File: src/rtl/execute_stage_pkg.sv
// Shared sizing, opcode and state encodings for the execute stage slice.
package execute_stage_pkg;

    localparam int DEF_WORD_SIZE     = 8;
    localparam int DEF_REG_ADDR_SIZE = 3;
    localparam int DEF_REG_NUM       = 8;

    localparam logic [2:0] OP_ADD = 3'd0;
    localparam logic [2:0] OP_SUB = 3'd1;
    localparam logic [2:0] OP_AND = 3'd2;
    localparam logic [2:0] OP_OR  = 3'd3;
    localparam logic [2:0] OP_XOR = 3'd4;
    localparam logic [2:0] OP_SHL = 3'd5;
    localparam logic [2:0] OP_SHR = 3'd6;
    localparam logic [2:0] OP_MUL = 3'd7;

    localparam logic [2:0] ST_IDLE = 3'd0;
    localparam logic [2:0] ST_READ = 3'd1;
    localparam logic [2:0] ST_EXEC = 3'd2;
    localparam logic [2:0] ST_MUL  = 3'd3;
    localparam logic [2:0] ST_WB   = 3'd4;

endpackage

File: src/rtl/execute_stage_shift_add_multiplier.sv
// Iterative unsigned shift-add multiplier; the start edge folds in multiplier bit 0,
// so the full product is stable in the cycle after busy drops.
module shift_add_multiplier #(
    parameter int WORD_SIZE = 8
) (
    input  logic                     clock,
    input  logic                     reset_n,
    input  logic                     start,
    input  logic [WORD_SIZE-1:0]     a,
    input  logic [WORD_SIZE-1:0]     b,
    output logic                     busy,
    output logic [2*WORD_SIZE-1:0]   product
);

    localparam int CW = $clog2(WORD_SIZE + 1);

    logic [2*WORD_SIZE-1:0] mcand;
    logic [WORD_SIZE-1:0]   mplier;
    logic [CW-1:0]          count;

    always_ff @(posedge clock) begin
        if (!reset_n) begin
            busy    <= 1'b0;
            product <= '0;
            mcand   <= '0;
            mplier  <= '0;
            count   <= '0;
        end else if (start) begin
            busy    <= 1'b1;
            product <= b[0] ? {{WORD_SIZE{1'b0}}, a} : '0;
            mcand   <= {{WORD_SIZE{1'b0}}, a} << 1;
            mplier  <= b >> 1;
            count   <= CW'(WORD_SIZE - 1);
        end else if (busy) begin
            if (mplier[0])
                product <= product + mcand;
            mcand  <= mcand << 1;
            mplier <= mplier >> 1;
            count  <= count - 1'b1;
            if (count == CW'(1))
                busy <= 1'b0;
        end
    end

endmodule

File: src/rtl/execute_stage.sv
// Multi-cycle execute stage: reads two operands from the register file, runs an ALU op
// or iterative multiply, and writes the result back through the set port.
import execute_stage_pkg::*;

module execute_stage #(
    parameter int WORD_SIZE     = DEF_WORD_SIZE,
    parameter int REG_ADDR_SIZE = DEF_REG_ADDR_SIZE
) (
    input  logic                     clock,
    input  logic                     reset_n,
    input  logic                     instr_valid,
    output logic                     instr_ready,
    input  logic [2:0]               opcode,
    input  logic [REG_ADDR_SIZE-1:0] rd,
    input  logic [REG_ADDR_SIZE-1:0] rs1,
    input  logic [REG_ADDR_SIZE-1:0] rs2,
    output logic [REG_ADDR_SIZE-1:0] reg_num1,
    output logic [REG_ADDR_SIZE-1:0] reg_num2,
    output logic                     reg_get_enable,
    input  logic [WORD_SIZE-1:0]     reg_out1,
    input  logic [WORD_SIZE-1:0]     reg_out2,
    output logic [REG_ADDR_SIZE-1:0] reg_set_num,
    output logic [WORD_SIZE-1:0]     reg_set_val,
    output logic                     reg_set_enable,
    output logic [WORD_SIZE-1:0]     result,
    output logic                     flag_zero,
    output logic                     flag_carry,
    output logic                     done
);

    localparam logic [WORD_SIZE:0] SHIFT_LIMIT = (WORD_SIZE + 1)'(WORD_SIZE);

    logic [2:0]               state;
    logic [2:0]               op_q;
    logic [REG_ADDR_SIZE-1:0] rd_q;

    logic [WORD_SIZE:0]       sum;
    logic                     shift_oob;
    logic [WORD_SIZE-1:0]     alu_val;
    logic                     alu_carry;
    logic [WORD_SIZE-1:0]     wb_val;
    logic                     wb_carry;

    logic                     mul_start;
    logic                     mul_busy;
    logic [2*WORD_SIZE-1:0]   mul_product;

    assign mul_start = (state == ST_EXEC) && (op_q == OP_MUL);

    shift_add_multiplier #(.WORD_SIZE(WORD_SIZE)) u_mul (
        .clock   (clock),
        .reset_n (reset_n),
        .start   (mul_start),
        .a       (reg_out1),
        .b       (reg_out2),
        .busy    (mul_busy),
        .product (mul_product)
    );

    always_comb begin
        sum       = {1'b0, reg_out1} + {1'b0, reg_out2};
        shift_oob = {1'b0, reg_out2} >= SHIFT_LIMIT;
        alu_val   = '0;
        alu_carry = 1'b0;
        case (op_q)
            OP_ADD: begin
                alu_val   = sum[WORD_SIZE-1:0];
                alu_carry = sum[WORD_SIZE];
            end
            OP_SUB: begin
                alu_val   = reg_out1 - reg_out2;
                alu_carry = reg_out1 < reg_out2;
            end
            OP_AND:  alu_val = reg_out1 & reg_out2;
            OP_OR:   alu_val = reg_out1 | reg_out2;
            OP_XOR:  alu_val = reg_out1 ^ reg_out2;
            OP_SHL:  alu_val = shift_oob ? '0 : reg_out1 << reg_out2;
            OP_SHR:  alu_val = shift_oob ? '0 : reg_out1 >> reg_out2;
            default: alu_val = '0;
        endcase
    end

    // EXEC writes back ALU results directly; only the MUL state hands over the product.
    always_comb begin
        wb_val   = (state == ST_EXEC) ? alu_val   : mul_product[WORD_SIZE-1:0];
        wb_carry = (state == ST_EXEC) ? alu_carry : |mul_product[2*WORD_SIZE-1:WORD_SIZE];
    end

    always_ff @(posedge clock) begin
        if (!reset_n) begin
            state          <= ST_IDLE;
            op_q           <= '0;
            rd_q           <= '0;
            instr_ready    <= 1'b1;
            reg_num1       <= '0;
            reg_num2       <= '0;
            reg_get_enable <= 1'b0;
            reg_set_num    <= '0;
            reg_set_val    <= '0;
            reg_set_enable <= 1'b0;
            result         <= '0;
            flag_zero      <= 1'b0;
            flag_carry     <= 1'b0;
            done           <= 1'b0;
        end else begin
            reg_get_enable <= 1'b0;
            reg_set_enable <= 1'b0;
            done           <= 1'b0;
            case (state)
                ST_IDLE: begin
                    if (instr_valid) begin
                        op_q           <= opcode;
                        rd_q           <= rd;
                        reg_num1       <= rs1;
                        reg_num2       <= rs2;
                        reg_get_enable <= 1'b1;
                        instr_ready    <= 1'b0;
                        state          <= ST_READ;
                    end
                end
                ST_READ: state <= ST_EXEC;
                ST_EXEC, ST_MUL: begin
                    if (state == ST_EXEC && op_q == OP_MUL) begin
                        state <= ST_MUL;
                    end else if (state == ST_EXEC || !mul_busy) begin
                        reg_set_enable <= 1'b1;
                        reg_set_num    <= rd_q;
                        reg_set_val    <= wb_val;
                        result         <= wb_val;
                        flag_zero      <= (wb_val == '0);
                        flag_carry     <= wb_carry;
                        done           <= 1'b1;
                        state          <= ST_WB;
                    end
                end
                ST_WB: begin
                    instr_ready <= 1'b1;
                    state       <= ST_IDLE;
                end
                default: begin
                    instr_ready <= 1'b1;
                    state       <= ST_IDLE;
                end
            endcase
        end
    end

endmodule

File: config.mk
export PLATFORM = sky130hd
export DESIGN_NAME = execute_stage
export DESIGN_NICKNAME = d
export VERILOG_FILES = /design/src/rtl/execute_stage_pkg.sv /design/src/rtl/execute_stage_shift_add_multiplier.sv /design/src/rtl/execute_stage.sv
export SDC_FILE = /design/constraint.sdc
export NUM_CORES = 1
export LEC_CHECK = 0
export ABC_AREA = 1
export BUFFER_PORTS_ARGS = -buffer_cell sky130_fd_sc_hd__buf_2
export CAP_MARGIN = 20
export CORE_MARGIN = 8
export CORE_UTILIZATION = 45
export CTS_CLUSTER_DIAMETER = 80
export CTS_CLUSTER_SIZE = 30
export DETAILED_ROUTE_END_ITERATION = 8
export GPL_ROUTABILITY_DRIVEN = 0
export GPL_TIMING_DRIVEN = 1
export PLACE_DENSITY = 0.66
export SYNTH_ARGS = -nofsm -noshare
export SYNTH_HDL_FRONTEND = slang
export SYNTH_SLANG_ARGS = --single-unit
File: constraint.sdc
create_clock -name clock -period 3.8 [get_ports clock]
set_input_delay 0.57 -clock clock [delete_from_list [all_inputs] [get_ports clock]]
set_output_delay 0.57 -clock clock [all_outputs]
set_load 0.05 [all_outputs]
After elaboration in Yosys (flattened, before gate mapping)

Index checks and enable logic that the tools add are counted.
W data, S select, Z words.

Output and inout bits: 31
Register bits: 74
Input bits: 31
Word-level logic and storage cells: 93

Shift-type cells: 2
Add/subtract/negate cells: 4
Equality and inequality tests: 13
Reduce and logical (&&, ||, !) cells: 19
Muxes and demuxes: 27
Bitwise gates (word level): 7
$lt $le $gt $ge: 2

Operators by type and width:

| kind                 | number |
|---|---|
| $pmux W8 S7          | 1 |
| $mux W16             | 3 |
| $mux W8              | 4 |
| $mux W9              | 2 |
| $add A16 B16 Y16     | 1 |
| $mux W3              | 5 |
| $mux W7              | 2 |
| $eq A3 B2 Y1 const B | 4 |
| $eq A3 B3 Y1 const B | 4 |
| $reduce_and A2 Y1    | 5 |
| $add A8 B8 Y9        | 1 |
| $pmux W3 S3          | 1 |
| $and A8 B8 Y8        | 1 |
| $ge A8 B4 Y1 const B | 1 |
| $logic_not A8 Y1     | 1 |
| $lt A8 B8 Y1         | 1 |
| $or A8 B8 Y8         | 1 |
| $reduce_or A8 Y1     | 1 |
| $shl A8 B8 Y8        | 1 |
| $shr A8 B8 Y8        | 1 |
| $sub A8 B8 Y8        | 1 |
| $xor A8 B8 Y8        | 1 |
| $mux W1              | 7 |
| $eq A3 B1 Y1 const B | 2 |
| 14 further kinds     | 22 |

Logic depth before layout (Yosys ltp)

Gate-level depths: netlist (run 1).

Depth after elaboration: 5
Depth in mapped cells: 19
Mapped depth without buffers: 17

Hierarchy

From an unflattened synthesis (run 1), not the netlist that was laid out.

Cells, all modules: 915
Area total of the unflattened synthesis: 5657.9 um^2

Modules (own cells, without submodules):

| module               | instances | cells each | area each (um^2) | sequential area each (um^2) |
|---|---|---|---|---|
| execute_stage        | 1         | 507        | 3045.4           | 620.6 |
| shift_add_multiplier | 1         | 408        | 2612.5           | 860.8 |

Worst setup path before layout (run 1)

No wires, ideal clock.

Path type: input -> register
Start: input port reg_out2[2]
End: register flag_zero
Setup time: 0.067 ns
Buffers on the path: 2
Path slack: 1.314 ns
Data arrival time: 2.419 ns
Stages on the path: 19
Cell sequence: clkbuf_1 inv_1 ha_1 buf_4 inv_1 nand2_1 nand3_1 nand2_1 nand2_1 nand2_1 nand3_1 nand2_1 nor2_1 nand3_1 nand2_1 nand2_1 nor2_1 nand3_1 a21oi_2

Longest elaborated chain between the ends: 5
Elaborated cells on any way between the ends: 13
Classes of those cells: 2 x add/sub; 1 x order compare; 2 x shift; 4 x mux; 3 x bitwise; 1 x reduce/logical

RTL lines:

| element                              | RTL line                                 | RTL |
|---|---|---|
| start, declared                      | execute_stage.sv:21                      | `input logic [WORD_SIZE-1:0] reg_out2,` |
| $ge A8 B4 Y1 (tied with other cells) | execute_stage.sv:62                      | `shift_oob = {1'b0, reg_out2} >= SHIFT_LIMIT;` |
| $mux W8 (on tied branches)           | execute_stage.sv:78, execute_stage.sv:77 |  |
| $pmux W8 S7 (*)                      | execute_stage.sv:65                      | `case (op_q)` |
| $mux W8 (*)                          | execute_stage.sv:85                      | `wb_val = (state == ST_EXEC) ? alu_val : mul_product[WORD_SIZE-1:0];` |
| $logic_not A8 Y1 (*)                 | execute_stage.sv:130                     | `flag_zero <= (wb_val == '0);` |
| end signal, assigned                 | execute_stage.sv:130                     |  |
| end, declared                        | execute_stage.sv:26                      | `output logic flag_zero,` |

Mark *: on every way between the ends. The rest lies on a longest branch, timed or not.
A chain may end at the register's enable or synchronous reset.

Final worst setup path (run 1)

Same ends and word-level chain as after synthesis.

==> flow_metrics.tcl, run 1 <==
set metrics [dict create \
    status "finished clean" \
    first_global_vias 5246 \
    use_met2_pct 31.4 \
    grt_start_max_net_pins 33 \
    hold_buffers 0 \
    use_met1_pct 24.8 \
    cts_buffer_depth 2 \
    synth-edff-count 0 \
    cts_sinks 74 \
    grt_pass1_wl_mm 25.9 \
    power_mw 2.22 \
    syn_nets 906 \
    drive_above_1_share_pct 12.8 \
    ant_nets 0 \
    relSlewSlack_pct 56.1 \
    drt_iter0_markers 600 \
    fin_hold_ws_ps 455 \
    wl_mm 15.8 \
    setup_violations 0 \
    die_h_um 126 \
    worstSetupStartpointType "input port" \
    slowest_delay_ps 480 \
    grt_setup_unrepaired "false" \
    via_count 5569 \
    path_max_fanout 12 \
    finalNetCount 947 \
    cts_resized 0 \
    syn_area_mm2 0.00544 \
    overflow 0 \
    row_count 40 \
    power.leakage_nw 2.88 \
    dp_cells 1006 \
    rrSetupSlack_ps 1440 \
    wl_per_cell_um 15.4 \
    firstDrtPassIters 6 \
    clk_pin_slew_worst_paths_ps 60 \
    critPathTopFamily "simple AND/OR/NAND/NOR gates" \
    tns_ps 0 \
    cp.depth 17 \
    synthDistinctLibCells 46 \
    core_mm2 0.0119 \
    synthFlopType "dfxtp_1" \
    ys_async_sr_fraction_pct 0 \
    root_buffer "clkbuf_16" \
    grt_antenna_before_repair 0 \
    fmax_ghz 0.394 \
    crit_slowest_cell "ha_1" \
    fillCellCount 1246 \
    required_ps 4060 \
    ios 62 \
    top_usage_layer "met2" \
    cts_tree "built" \
    grtUsageMet3_pct 3.84 \
    fin_skew_ps 6.26 \
    via_per_inst 5.45 \
    path_cells "buf_2 -> inv_1 -> ha_1 -> inv_1 -> nand2_1 -> nand3_1 -> nand2_1 -> nand3_1 -> nand3_1 -> nand2_1 -> nor2_1 -> nand3_1 -> nand2_1 -> nand2_1 -> nor2_1 -> nand3_1 -> a21oi_2" \
    yosysMostFrequentCell "nand2_1" \
    hold_viol 0 \
    ys_warn_count 0 \
    reg2reg_depth 9 \
    avgSynthCellArea_um2 6.56 \
    worst-setup-path-type "input port to flop" \
    final_core_util_pct 50.8 \
    stdcell_count 1022 \
    track_usage_pct 19.7 \
    period_minus_slack_ps 2540 \
    path_buf_inv 3 \
    worstPathArrival_ps 2800 \
    tightestPinTransition_ps 656 \
    synthTopCellsByCount "nand2_1 (207), inv_1 (85), a21oi_1 (79)" \
    cts-buffers-inserted 9 \
    syn_inst 829 \
    clk_latency_ps 340 \
    dp_hpwl_mm 12.0 \
    place.port_buffers 61 \
    h-tree-depth 3 \
    holdPathStages 2 \
    synth_top_area_share_pct 27.2 \
    p_per_area_mw_per_mm2 366 \
    ys_ff_latch 74 \
    peakVddDrop_mv 0.296 \
    maxSlewViolCount 0 \
    min_period_over_period_pct 66.9 \
    start_util_pct 45.7 \
    die_w_um 126 \
    cap_violations 0 \
    antennaDiodeCount 0 \
    synth_area_leaders "dfxtp_1 (27%), nand2_1 (14%), ha_1 (9.9%), a21oi_1 (7.3%), nand3_1 (6.7%)" \
    ys_seq_area_share_pct 27.2 \
    cts_setup_buffers 0 \
    die_area_mm2 0.0159 \
    synth.largest_area_cell "dfxtp_1" \
    synthToLayoutAreaGrowth_pct 11.3 \
    hp-class "flop to flop" \
    drc 0 \
    endpoint_kind "flop" \
]
[routing by layer]
metal | vias up | wire [µm]
li1 | 2843 | -
met1 | 2474 | 7040
met2 | 210 | 7140
met3 | 42 | 1000
met4 | 0 | 581
met5 | - | 0
[logic make-up (layout without fill, tap and decap cells)]
logic type / after synthesis / in the layout / share of synthesized area, %
and+or+nand+nor: 381 / 381 / 30.2
AOI/OAI and AO/OA: 189 / 189 / 20.2
adders and majority gates: 46 / 46 / 11.0
buffers and inverters: 131 / 177 / 10.1
DFF: 74 / 74 / 27.2
xor gates and xnor gates: 8 / 8 / 1.29
[state kept, by name, indices dropped and copies added (netlist names), 3 cells and up]
register and count:
reg_set_num 3, u_mul.mplier 7, reg_num2 3, u_mul.product 16
op_q 3, state 3, u_mul.count 4, u_mul.mcand 15
rd_q 3, reg_num1 3, result 8
[cells in the final DEF, fill, tap and decap left out, types with 4 or more instances in the layout]
cell type / count
ha_1: 43
nand2_1: 207
a21oi_1: 79
a31oi_1: 13
a21boi_0: 5
nor3_1: 4
inv_2: 7
nor2_1: 67
o21bai_1: 4
o22ai_1: 12
nand4_1: 7
nor2_2: 5
o21ai_0: 48
xor2_1: 5
o31ai_1: 7
buf_4: 5
nand3_2: 5
nand3_1: 73
dfxtp_1: 74
inv_1: 85
clkbuf_16: 9
buf_2: 61
[metrics by stage]
| step | area [µm²] | setup slack, ps |
|---|---|---|
| 4_1_cts | 6060 | 1320 |
| 2_1_floorplan | 5440 | 1310 |
| 5_1_grt | 6060 | 994 |
| 3_5_place_dp | 5780 | 944 |
| 3_3_place_gp | 5780 | 998 |
| 6_report | 6060 | 1260 |
[final timing paths]
check	startpoint	endpoint
max	reg_out2[2]	flag_zero$_SDFFE_PN0P_
max reg2reg	state[2]$_SDFFE_PN0P_	u_mul.mcand[4]$_SDFFE_PN0P_
min	rd_q[2]$_SDFFE_PN0P_	rd_q[2]$_SDFFE_PN0P_
min reg2reg	rd_q[2]$_SDFFE_PN0P_	rd_q[2]$_SDFFE_PN0P_
[power breakdown]
part / internal [mW] / switching [mW] / total (mW) / leakage [nW]
logic: 0.160 / 0.431 / 0.590 / 2.15
clock network: 0.459 / 0.329 / 0.787 / 0.131
registers: 0.815 / 0.0259 / 0.841 / 0.600
[final cells by class]
cell class	instances	area (µm²)	area share [%]
Multi-Input combinational cell	624	3410	56.3
Sequential cell	74	1480	24.5
Inverter	95	357	5.89
Timing Repair Buffer	66	343	5.66
Clock buffer	10	239	3.95
Tap cell	147	184	3.04
Clock inverter	6	41.3	0.682
[tightest hold or removal path, cell delays in order, from the launching register on]
cell and delay (ps):
dfxtp_1 300, inv_1 60, a21oi_1 50
Note: power is estimated with default switching activity, not from simulation.
==> run 2: changes to the inputs <==
ABC_AREA = 0   (was 1)
clock period = 2.5 ns   (was 3.8 ns; I/O delays follow)
==> flow_metrics.tcl, run 2 <==
set metrics [dict create \
    synth-edff-count 0 \
    cts-buffers-inserted 9 \
    worstSetupStartpointType "flop" \
    grt_start_max_net_pins 28 \
    track_usage_pct 20.1 \
    regMostFlops "u_mul.product" \
    peakVddDrop_mv 0.374 \
    hold_viol 0 \
    avgSynthCellArea_um2 7.84 \
    maxSlewViolCount 0 \
    cap_violations 0 \
    crit_slowest_cell "ha_1" \
    synth_top_area_share_pct 26.5 \
    first_global_vias 5416 \
    synth_area_leaders "dfxtp_1 (27%), ha_1 (9.6%), mux2i_1 (6.4%), a21oi_1 (5.6%), nand2_1 (5.1%)" \
    p_per_area_mw_per_mm2 483 \
    ys_seq_area_share_pct 26.5 \
    hp-class "input port to flop" \
    die_area_mm2 0.0162 \
    ys_ff_latch 74 \
    worstPathArrival_ps 2630 \
    cts_sinks 74 \
    slowest_delay_ps 390 \
    root_buffer "clkbuf_16" \
    period_minus_slack_ps 2400 \
    synth.largest_area_cell "dfxtp_1" \
    drive_above_1_share_pct 20.5 \
    stdcell_count 965 \
    grt_setup_unrepaired "false" \
    setup_violations 0 \
    status "finished clean" \
    multiInputGateArea_mm2 0.00370 \
    grt_antenna_before_repair 0 \
    finalNetCount 869 \
    layout_commonest_cell "nand2_1" \
    wl_mm 16.3 \
    final_core_util_pct 55.1 \
    relSlewSlack_pct 60.0 \
    grt_pass1_wl_mm 26.8 \
    dp_cells 949 \
    ant_nets 0 \
    cts_tree "built" \
    antennaDiodeCount 0 \
    fmax_ghz 0.416 \
    die_w_um 127 \
    largest_reg_flops 16 \
    yosysMostFrequentCell "nand2_1" \
    dp_hpwl_mm 12.6 \
    syn_nets 790 \
    fin_skew_ps 7.34 \
    drt_iter0_markers 463 \
    path_max_fanout 7 \
    overflow 0 \
    worst-setup-path-type "flop to flop" \
    top_regs "u_mul.product (16), u_mul.mcand (15), result (8)" \
    ys_async_sr_fraction_pct 0 \
    h-tree-depth 3 \
    firstDrtPassIters 5 \
    synthDistinctLibCells 75 \
    row_count 40 \
    synthToLayoutAreaGrowth_pct 18.9 \
    clk_latency_ps 340 \
    power.leakage_nw 2.78 \
    via_count 5602 \
    syn_area_mm2 0.00559 \
    place.port_buffers 61 \
    via_per_inst 5.81 \
    synthTopCellsByCount "nand2_1 (76), dfxtp_1 (74), a21oi_1 (62)" \
    syn_inst 713 \
    tightestPinTransition_ps 600 \
    mostFrequentLayoutCells "nand2_1 (76), dfxtp_1 (72), a21oi_1 (62), buf_4 (62), buf_2 (61)" \
    cp_common_cell "a21o_1" \
    ys_warn_count 0 \
    core_mm2 0.0121 \
    ios 62 \
    cts_buffer_depth 2 \
    wl_per_cell_um 16.9 \
    clk_pin_slew_worst_paths_ps 60 \
    path_cells "ha_1 -> a21o_1 -> a21o_1 -> a21oi_1 -> o21ai_1 -> o21ai_0 -> or3b_1 -> mux2i_1" \
    synthFlopType "dfxtp_1" \
    min_period_over_period_pct 96.2 \
    drc 0 \
    start_util_pct 46.3 \
    die_h_um 127 \
    endpoint_kind "flop" \
    seqCellArea_mm2 0.00148 \
    required_ps 2730 \
    fillCellCount 1138 \
]
-- run 2: final timing paths --
path	slack [ps]	end	startpoint	cells after the start
max reg2reg	100	u_mul.product[15]$_SDFFE_PN0P_	u_mul.product[9]$_SDFFE_PN0P_	8
min reg2reg	450	reg_num1[1]$_SDFFE_PN0P_	reg_num1[1]$_SDFFE_PN0P_	2
min	270	reg_num2[2]$_SDFFE_PN0P_	rs2[2]	3
max	100	u_mul.product[15]$_SDFFE_PN0P_	u_mul.product[9]$_SDFFE_PN0P_	8
-- run 2: through the flow --
step / hold slack (ps) / setup slack (ps) / instance area, µm² / total power [mW] / TNS, ps
6_report: 267 / 96.1 / 6640 / 3.21 / 0
5_1_grt: 275 / 33.4 / 6640 / 3.33 / 0
4_1_cts: 261 / 24.3 / 6630 / 3.22 / 0
3_5_place_dp: 443 / -88.7 / 6320 / 1.88 / -148
3_3_place_gp: 440 / -19.1 / 6320 / 1.87 / -19.1
2_1_floorplan: 432 / 58.8 / 5590 / 1.66 / 0
-- run 2: cell families after synthesis --
group           count (synthesis)  share of synthesized area [%]
fa+ha+maj                      46                           10.7
mux                            40                           7.86
flops                          74                           26.5
simple gates                  249                           22.3
compound gates                199                           23.6
xor+xnor                        9                           1.41
buf+inv                        96                           7.55
-- run 2: power by group --
group          leakage (nW)  switching, mW  internal (mW)
Combinational          2.03          0.397          0.246
Clock                 0.145          0.551          0.790
Sequential            0.600         0.0249           1.20
-- run 2: layer usage --
metal,routed length [µm],global-route usage (%)
met5,0,0
met4,365,7.70
met3,1050,3.29
met2,7730,33.5
met1,7200,25.5
-- run 2: worst max-delay path, delay by kind of cell, from the launching register on --
family                   cells  cell delay, ps
AO/OA/AOI/OAI                5            1040
adder cells (fa/ha/maj)      1             390
AND/OR/NAND/NOR              1             390
multiplexers                 1             130
flip-flops                   1             340
-- run 2: cell type report --
cell class | count | share of cell area, %
clock buffers | 9 | 3.39
clock inverters | 7 | 1.24
inverters | 40 | 2.28
multi-input cells | 543 | 55.7
flip-flops and latches | 74 | 22.3
well taps | 168 | 3.16
repair buffers | 124 | 11.9
-- run 2: what timing repair did --
item / 4_1_cts / 5_1_grt
hold endpoints to repair: 0 / 0
hold buffers: 0 / 0
resized for setup: 2 / 6
buffers inserted: 0 / 0
endpoints found under the setup margin: 3 / 5
==> run 3: changes to the inputs <==
CAP_MARGIN = 10   (was 20)
CORE_MARGIN = unset   (was 8)
==> flow_metrics.tcl, run 3 (synthesis gave the netlist of run 2 again) <==
set metrics [dict create \
    via_count 5696 \
    firstDrtPassIters 5 \
    status "finished clean" \
    cts_tree "built" \
    drc 0 \
    root_buffer "clkbuf_16" \
    drt_iter0_markers 540 \
    row_count 40 \
    period_minus_slack_ps 2410 \
    layout_commonest_cell "nand2_1" \
    top_regs "u_mul.product (16), u_mul.mcand (15), result (8)" \
    cap_violations 0 \
    critPathTopFamily "simple AND/OR/NAND/NOR gates" \
    hold_buffers 0 \
    first_global_vias 5383 \
    dp_hpwl_mm 12.3 \
    hp-class "input port to flop" \
    mostFrequentLayoutCells "nand2_1 (76), dfxtp_1 (72), a21oi_1 (62)" \
    final_core_util_pct 54.1 \
    cts_buffer_depth 2 \
    worstPathArrival_ps 2640 \
    endpoint_kind "flop" \
    tightestPinTransition_ps 654 \
    path_max_fanout 3 \
    cts_sinks 74 \
    h-tree-depth 3 \
    grt_pass1_wl_mm 26.7 \
    peakVddDrop_mv 0.405 \
    die_area_mm2 0.0129 \
    core_mm2 0.0121 \
    path_buf_inv 1 \
    start_util_pct 46.3 \
    maxSlewViolCount 0 \
    required_ps 2730 \
    path_cells "ha_1 -> inv_1 -> fa_1 -> nor2b_2 -> o21ai_1 -> a21o_1 -> a211oi_2 -> nor4_1 -> or3b_1 -> mux2i_1" \
    place.port_buffers 61 \
    worst-setup-path-type "flop to flop" \
    overflow 0 \
    ant_nets 0 \
    via_per_inst 5.97 \
    wl_per_cell_um 17.3 \
    die_w_um 113 \
    crit_slowest_cell "or3b_1" \
    fin_skew_ps 5.01 \
    power.leakage_nw 2.71 \
    drive_above_1_share_pct 19.2 \
    tns_ps 0 \
    track_usage_pct 26.0 \
    wl_mm 16.5 \
    hold_viol 0 \
    ios 62 \
    grt_start_max_net_pins 49 \
    worstSetupStartpointType "flop" \
    cts-buffers-inserted 9 \
    clk_latency_ps 340 \
    clk_pin_slew_worst_paths_ps 70 \
    p_per_area_mw_per_mm2 477 \
    synthToLayoutAreaGrowth_pct 16.8 \
    setup_violations 0 \
    design_area_mm2 0.00653 \
    regMostFlops "u_mul.product" \
    fmax_ghz 0.415 \
    finalNetCount 858 \
    antennaDiodeCount 0 \
    slowest_delay_ps 400 \
    relSlewSlack_pct 56.1 \
    placed_cell_area_mm2 0.00622 \
    die_h_um 113 \
    grt_antenna_before_repair 0 \
    min_period_over_period_pct 96.4 \
    largest_reg_flops 16 \
]
run 3: tightest hold or removal path, cell delays in order:
cell and delay [ps]:
buf_2 100, nand2_1 50, a21oi_1 50
run 3: routing by layer:
| layer | vias up | wire length [µm] | global-route usage [%] |
|---|---|---|---|
| li1 | 2712 | - | - |
| met1 | 2682 | 7280 | 33.7 |
| met2 | 261 | 7650 | 43.7 |
| met3 | 41 | 1120 | 4.41 |
| met4 | 0 | 439 | 9.30 |
| met5 | - | 0 | 0 |
run 3: worst paths after layout:
kind / start / to / slack, ps / depth (start not counted)
worst max-delay path: u_mul.mcand[1]$_SDFFE_PN0P_ / u_mul.product[15]$_SDFFE_PN0P_ / 90 / 10
worst min-delay path: rd[2] / rd_q[2]$_SDFFE_PN0P_ / 270 / 3
worst max register to register: u_mul.mcand[1]$_SDFFE_PN0P_ / u_mul.product[15]$_SDFFE_PN0P_ / 90 / 10
worst min register to register: rd_q[2]$_SDFFE_PN0P_ / reg_set_num[2]$_SDFFE_PN0P_ / 450 / 2
run 3: report_power, final:
| group | internal [mW] | switching (mW) |
|---|---|---|
| clock | 0.690 | 0.569 |
| combinational | 0.230 | 0.399 |
| sequential | 1.20 | 0.0245 |
| total | 2.12 | 0.993 |
run 3: cell type report:
type	instances	area (µm²)
Clock inverter	7	61.3
Tap cell	168	210
Inverter	40	151
Timing Repair Buffer	113	696
Sequential cell	74	1480
Clock buffer	9	225
Fill cell	1163	5540
Multi-Input combinational cell	543	3700
run 3: timing repair:
action,4_1_cts,5_1_grt
endpoints found under the setup margin,0,7
resized for setup,0,7
setup buffers,0,1
run 3: stage by stage:
| stage | worst slack (ps) | std cells | hold slack (ps) | total power, mW |
|---|---|---|---|---|
| 6_report | 91.2 | 954 | 274 | 3.12 |
| 5_1_grt | -27.6 | 954 | 279 | 3.23 |
| 4_1_cts | 8.25 | 953 | 267 | 3.11 |
| 3_5_place_dp | -196 | 937 | 444 | 1.87 |
| 3_3_place_gp | -152 | 937 | 439 | 1.86 |
| 2_1_floorplan | 58.8 | 713 | 432 | 1.66 |
